===== src/rtl/regfile_wb_arb.sv =====
// Two-port writeback arbiter that drives a registered register-file write port and keeps a pending-write scoreboard.
// Defining REGFILE_WB_ARB_RR_EN selects round-robin contention; otherwise port 1 has priority and port 0 has a starvation limit.
module regfile_wb_arb #(
  parameter int STARVE_LIMIT = 4
) (
  input  logic        clk,
  input  logic        rstN,
  input  logic        wbValid0,
  input  logic [4:0]  wbAddr0,
  input  logic [31:0] wbData0,
  output logic        wbReady0,
  input  logic        wbValid1,
  input  logic [4:0]  wbAddr1,
  input  logic [31:0] wbData1,
  output logic        wbReady1,
  output logic        regWrite,
  output logic [4:0]  regAddrWrite,
  output logic [31:0] regWriteData,
  input  logic        rsvValid,
  input  logic [4:0]  rsvAddr,
  input  logic [4:0]  chkAddrA,
  input  logic [4:0]  chkAddrB,
  output logic        hazardA,
  output logic        hazardB,
  output logic [31:0] pendingMask
);

  logic grant0, grant1, contend;
  assign contend = wbValid0 && wbValid1;

`ifdef REGFILE_WB_ARB_RR_EN
  // rr_ptr_q = 1 means port 1 wins the next contended cycle
  logic rr_ptr_q, rr_ptr_d;

  always_comb begin
    grant0   = 1'b0;
    grant1   = 1'b0;
    rr_ptr_d = rr_ptr_q;
    if (rstN) begin
      if (contend) begin
        grant1   = rr_ptr_q;
        grant0   = !rr_ptr_q;
        rr_ptr_d = !rr_ptr_q;
      end else begin
        grant0 = wbValid0;
        grant1 = wbValid1;
      end
    end
  end

  always_ff @(posedge clk or negedge rstN) begin
    if (!rstN) rr_ptr_q <= 1'b1;
    else       rr_ptr_q <= rr_ptr_d;
  end
`else
  localparam logic [3:0] LIMIT = 4'(STARVE_LIMIT);
  logic [3:0] starve_q, starve_d;

  always_comb begin
    grant0   = 1'b0;
    grant1   = 1'b0;
    starve_d = starve_q;
    if (rstN) begin
      if (contend) begin
        grant0 = (starve_q == LIMIT);
        grant1 = (starve_q != LIMIT);
      end else begin
        grant0 = wbValid0;
        grant1 = wbValid1;
      end
      if (wbValid0 && grant0)          starve_d = 4'd0;
      else if (wbValid0 && starve_q != LIMIT) starve_d = starve_q + 4'd1;
    end
  end

  always_ff @(posedge clk or negedge rstN) begin
    if (!rstN) starve_q <= 4'd0;
    else       starve_q <= starve_d;
  end
`endif

  assign wbReady0 = grant0;
  assign wbReady1 = grant1;

  logic        reg_write_q, reg_write_d;
  logic [4:0]  reg_addr_q, reg_addr_d;
  logic [31:0] reg_data_q, reg_data_d;
  logic [31:0] pending_q, pending_d;
  logic        xfer;
  logic [4:0]  xfer_addr;
  logic [31:0] xfer_data;

  assign xfer      = (wbValid0 && grant0) || (wbValid1 && grant1);
  assign xfer_addr = grant1 ? wbAddr1 : wbAddr0;
  assign xfer_data = grant1 ? wbData1 : wbData0;

  // Writes to r0 are accepted but dropped; the last real write stays on the port.
  always_comb begin
    reg_write_d = 1'b0;
    reg_addr_d  = reg_addr_q;
    reg_data_d  = reg_data_q;
    if (xfer && xfer_addr != 5'd0) begin
      reg_write_d = 1'b1;
      reg_addr_d  = xfer_addr;
      reg_data_d  = xfer_data;
    end
  end

  // Clear is applied before set so a same-cycle reservation wins.
  always_comb begin
    pending_d = pending_q;
    if (reg_write_q) pending_d[reg_addr_q] = 1'b0;
    if (rsvValid && rsvAddr != 5'd0) pending_d[rsvAddr] = 1'b1;
    pending_d[0] = 1'b0;
  end

  always_ff @(posedge clk or negedge rstN) begin
    if (!rstN) begin
      reg_write_q <= 1'b0;
      reg_addr_q  <= 5'd0;
      reg_data_q  <= 32'd0;
      pending_q   <= 32'd0;
    end else begin
      reg_write_q <= reg_write_d;
      reg_addr_q  <= reg_addr_d;
      reg_data_q  <= reg_data_d;
      pending_q   <= pending_d;
    end
  end

  assign regWrite     = reg_write_q;
  assign regAddrWrite = reg_addr_q;
  assign regWriteData = reg_data_q;
  assign pendingMask  = pending_q;
  assign hazardA      = pending_q[chkAddrA];
  assign hazardB      = pending_q[chkAddrB];

endmodule


===== config.mk =====
export PLATFORM = sky130hd
export DESIGN_NAME = regfile_wb_arb
export DESIGN_NICKNAME = d
export VERILOG_FILES = /design/src/rtl/regfile_wb_arb.sv
export SDC_FILE = /design/constraint.sdc
export NUM_CORES = 1
export LEC_CHECK = 0
export BUFFER_PORTS_ARGS = -buffer_cell sky130_fd_sc_hd__buf_2
export CAP_MARGIN = 30
export CORE_MARGIN = 10
export CORE_UTILIZATION = 52
export DETAILED_ROUTE_END_ITERATION = 8
export PLACE_DENSITY = 0.84
export SLEW_MARGIN = 20
export SYNTH_ARGS = -nofsm -noshare
export SYNTH_HDL_FRONTEND = slang
export SYNTH_SLANG_ARGS = --single-unit

===== constraint.sdc =====
create_clock -name clk -period 4.65 [get_ports clk]
set_input_delay 0.93 -clock clk [delete_from_list [all_inputs] [get_ports clk]]
set_output_delay 0.93 -clock clk [all_outputs]
set_load 0.03 [all_outputs]

==> key figures <==
Run status
  – Status: complete, no violations

GRT
  – Gr busiest metal: met2
  – Largest net degree at the start of global routing: 48
  – M2 GR Usage: 37.1%
  – Initial antenna violation count: 0
  – Grt ovf: 0
  – M3 GR Usage: 7.72%
  – Grt met1 use: 24.0%
  – Vias in the first global route: 4138
  – Global-route wire length before repair: 20300 um
  – Total track usage: 21.8%

Finish
  – Layout cell share with drive strength beyond 1: 40.6%
  – Area Growth Syn to Fin: 26.8%
  – Design area: 0.00495 sq mm
  – Post-route insts no fill: 658
  – Final nets: 650
  – Diodes inserted: 0
  – Fillers: 588

Clock tree
  – CTS Hold Bufs: 0
  – Clock Latency Late Sink: 0.34 ns
  – Clock buffer depth: 2
  – H-Tree Depth: 3
  – Clock slew at reported path FFs: 0.07 ns
  – CTS tree: yes
  – Post-CTS Setup Inserts: 0
  – Sink Count: 73
  – Root buf cell: clkbuf_8
  – Cts bufs inserted: 9
  – Post-CTS resize count: 0

Timing
  – Final worst slack: 1.47 ns
  – Final min period: 3.18 ns
  – Setup TNS: 0 ns
  – Fmax: 314 MHz
  – Final count of hold timing violations: 0
  – Final setup fails: 0
  – Slew Limit Fails: 0
  – RSZ-0062 raised after global routing: no
  – Clock skew: 0.0127 ns
  – Tcrit/Tclk final: 68.5%
  – Worst slew margin: 60.3%
  – Worst Tran Pin Value: 0.595 ns

Detailed routing
  – Routed length per placed instance: 19.5 um
  – ANT nets after route: 0
  – DRT Pass-1 Iters: 4
  – DRC Markers: 0
  – Final wirelength: 12800 um
  – Initial DRC count: 215
  – DR vias: 3845
  – Via-per-instance ratio: 5.84

Die
  – IO Count: 168
  – Initial Utilization: 53.6%
  – Die footprint: 0.0114 sq mm
  – Chip width: 107 um
  – Die extent in y: 107 um
  – Core area: 0.00729 sq mm
  – Row count: 31

Synthesis
  – Distinct cells, synth: 45
  – Post-Syn Area: 0.00391 sq mm
  – Syn_nets: 490
  – Fraction of registers with async set/reset: 100%
  – Yosys reg bits: 73
  – Count of flip-flops with a built-in enable after synthesis: 0
  – Cells after synthesis: 394
  – Yosys synthesis warning count: 0
  – Syn avg cell area: 9.92 sq um
  – Register area share after synthesis: 46.7%
  – Ys flop type: dfrtp_1

Pwr
  – Maximum vdd drop: 207 uV
  – Power density over cell area: 499 mW/mm^2
  – Lkg Pwr: 2.32 nW
  – PnR Total Power: 0.00247 W

Place
  – Dpl ws: 1.37 ns
  – I/O Buffers: 166
  – HPWL after DPL: 10100 um
  – Area post-placement: 0.00476 sq mm
  – Routability cong.: 0.857
  – Placed instance count: 642

Setup path
  – CP startpoint kind: primary input
  – CP endpoint kind: primary output
  – Worst-path fanout max: 47
  – Req. time, crit path: 3.72 ns
  – CP Class: primary input to primary output
  – Worst endpoint data arrival time: 2.25 ns

Min path
  – Hold crit path type: primary input to async pin

Flow run
  – Total of max-cap violations: 0
[routing by layer]
layer	share of wire (%)	wire, um
met3	10	1280
met4	2.2	278
met5	0	0
met1	38	4890
met2	50	6370
[critical path, stage by stage]
cell and delay, ns:
buf_2 0.11, buf_4 0.47, nand2_1 0.32, a21oi_1 0.19, buf_2 0.23
[flip-flops by register name, summed over array words and instances (netlist names)]
register	flops
regWriteData	32
pendingMask	31
regAddrWrite	5
starve_q	4
regWrite	1
[layout make-up]
type                            instances  area [sq um]  area share, %
Sequential cell                        73          1830           36.9
Timing Repair Buffer                  170           861           17.4
Clock inverter                          4          52.6           1.06
Clock buffer                           12           145           2.93
Tap cell                               99           124           2.50
Multi-Input combinational cell        260          1800           36.2
Inverter                               40           150           3.03
[path summary, 6_finish.rpt]
kind                       slack, ns  cells past startpoint              from               end
max                             1.47                      5              rstN          wbReady0
min                             0.37                      1              rstN   regAddrWrite[3]
max reg2reg                     2.39                      7       starve_q[0]  regWriteData[31]
min reg2reg                     0.52                      2  regWriteData[14]  regWriteData[14]
max in group asynchronous       3.54                      2              rstN       starve_q[3]
min in group clk                0.52                      2  regWriteData[14]  regWriteData[14]
[Yosys cell counts, types with 4 or more instances]
cell | number | share of area [%]
a21oi_1 | 15 | 1.9
a21oi_2 | 29 | 6.5
a22oi_1 | 4 | 0.77
clkbuf_1 | 10 | 0.96
dfrtp_1 | 73 | 47
inv_1 | 39 | 3.7
mux2i_1 | 20 | 5.1
mux4_2 | 6 | 3.5
nand2_1 | 11 | 1.1
nand2b_1 | 4 | 0.64
nand3_1 | 18 | 2.3
nand3b_1 | 9 | 1.7
nor2_1 | 7 | 0.67
nor2b_1 | 4 | 0.64
o21ai_0 | 65 | 8.3
o22ai_1 | 34 | 5.4
[stage by stage]
stage                     utilization, %  hold slack, ns
after global placement              65.2           0.499
after detailed placement            65.2           0.508
after global routing                67.9           0.365
after floorplan                        -           0.497
final                               67.9           0.367
after CTS                           67.9           0.359
[placed cells by master (no fill, tap or decap), types with 2 or more instances in the layout]
master	instances
buf_2	166
dfrtp_1	73
o21ai_0	65
inv_1	39
o22ai_1	34
a21oi_2	29
mux2i_1	20
nand3_1	18
a21oi_1	15
nand2_1	11
clkbuf_8	10
nand3b_1	9
nor2_1	7
mux4_2	6
nand2b_1	4
nor2b_1	4
a22oi_1	4
buf_4	4
or3b_2	3
or3_1	3
clkinvlp_4	3
and2_1	2
o2111ai_1	2
a211oi_1	2
o211ai_1	2
nand4_1	2
o2bb2ai_1	2
ha_1	2
clkbuf_1	2
[where the power goes]
| part | internal [W] | total, W | leakage, nW | switching [W] |
|---|---|---|---|---|
| combinational | 0.000330 | 0.000992 | 1.43 | 0.000662 |
| sequential | 0.000804 | 0.000989 | 0.808 | 0.000186 |
| clock | 0.000263 | 0.000492 | 0.0888 | 0.000229 |
[cell families after synthesis]
logic type               share of synthesized area (%)
AO/OA/AOI/OAI                                     25.9
multiplexers                                      8.58
buffers and inverters                             7.30
AND/OR/NAND/NOR                                   10.7
flip-flops                                        46.7
other                                           0.0960
adder cells (fa/ha/maj)                          0.640
Power figures use the tool's default switching activity.
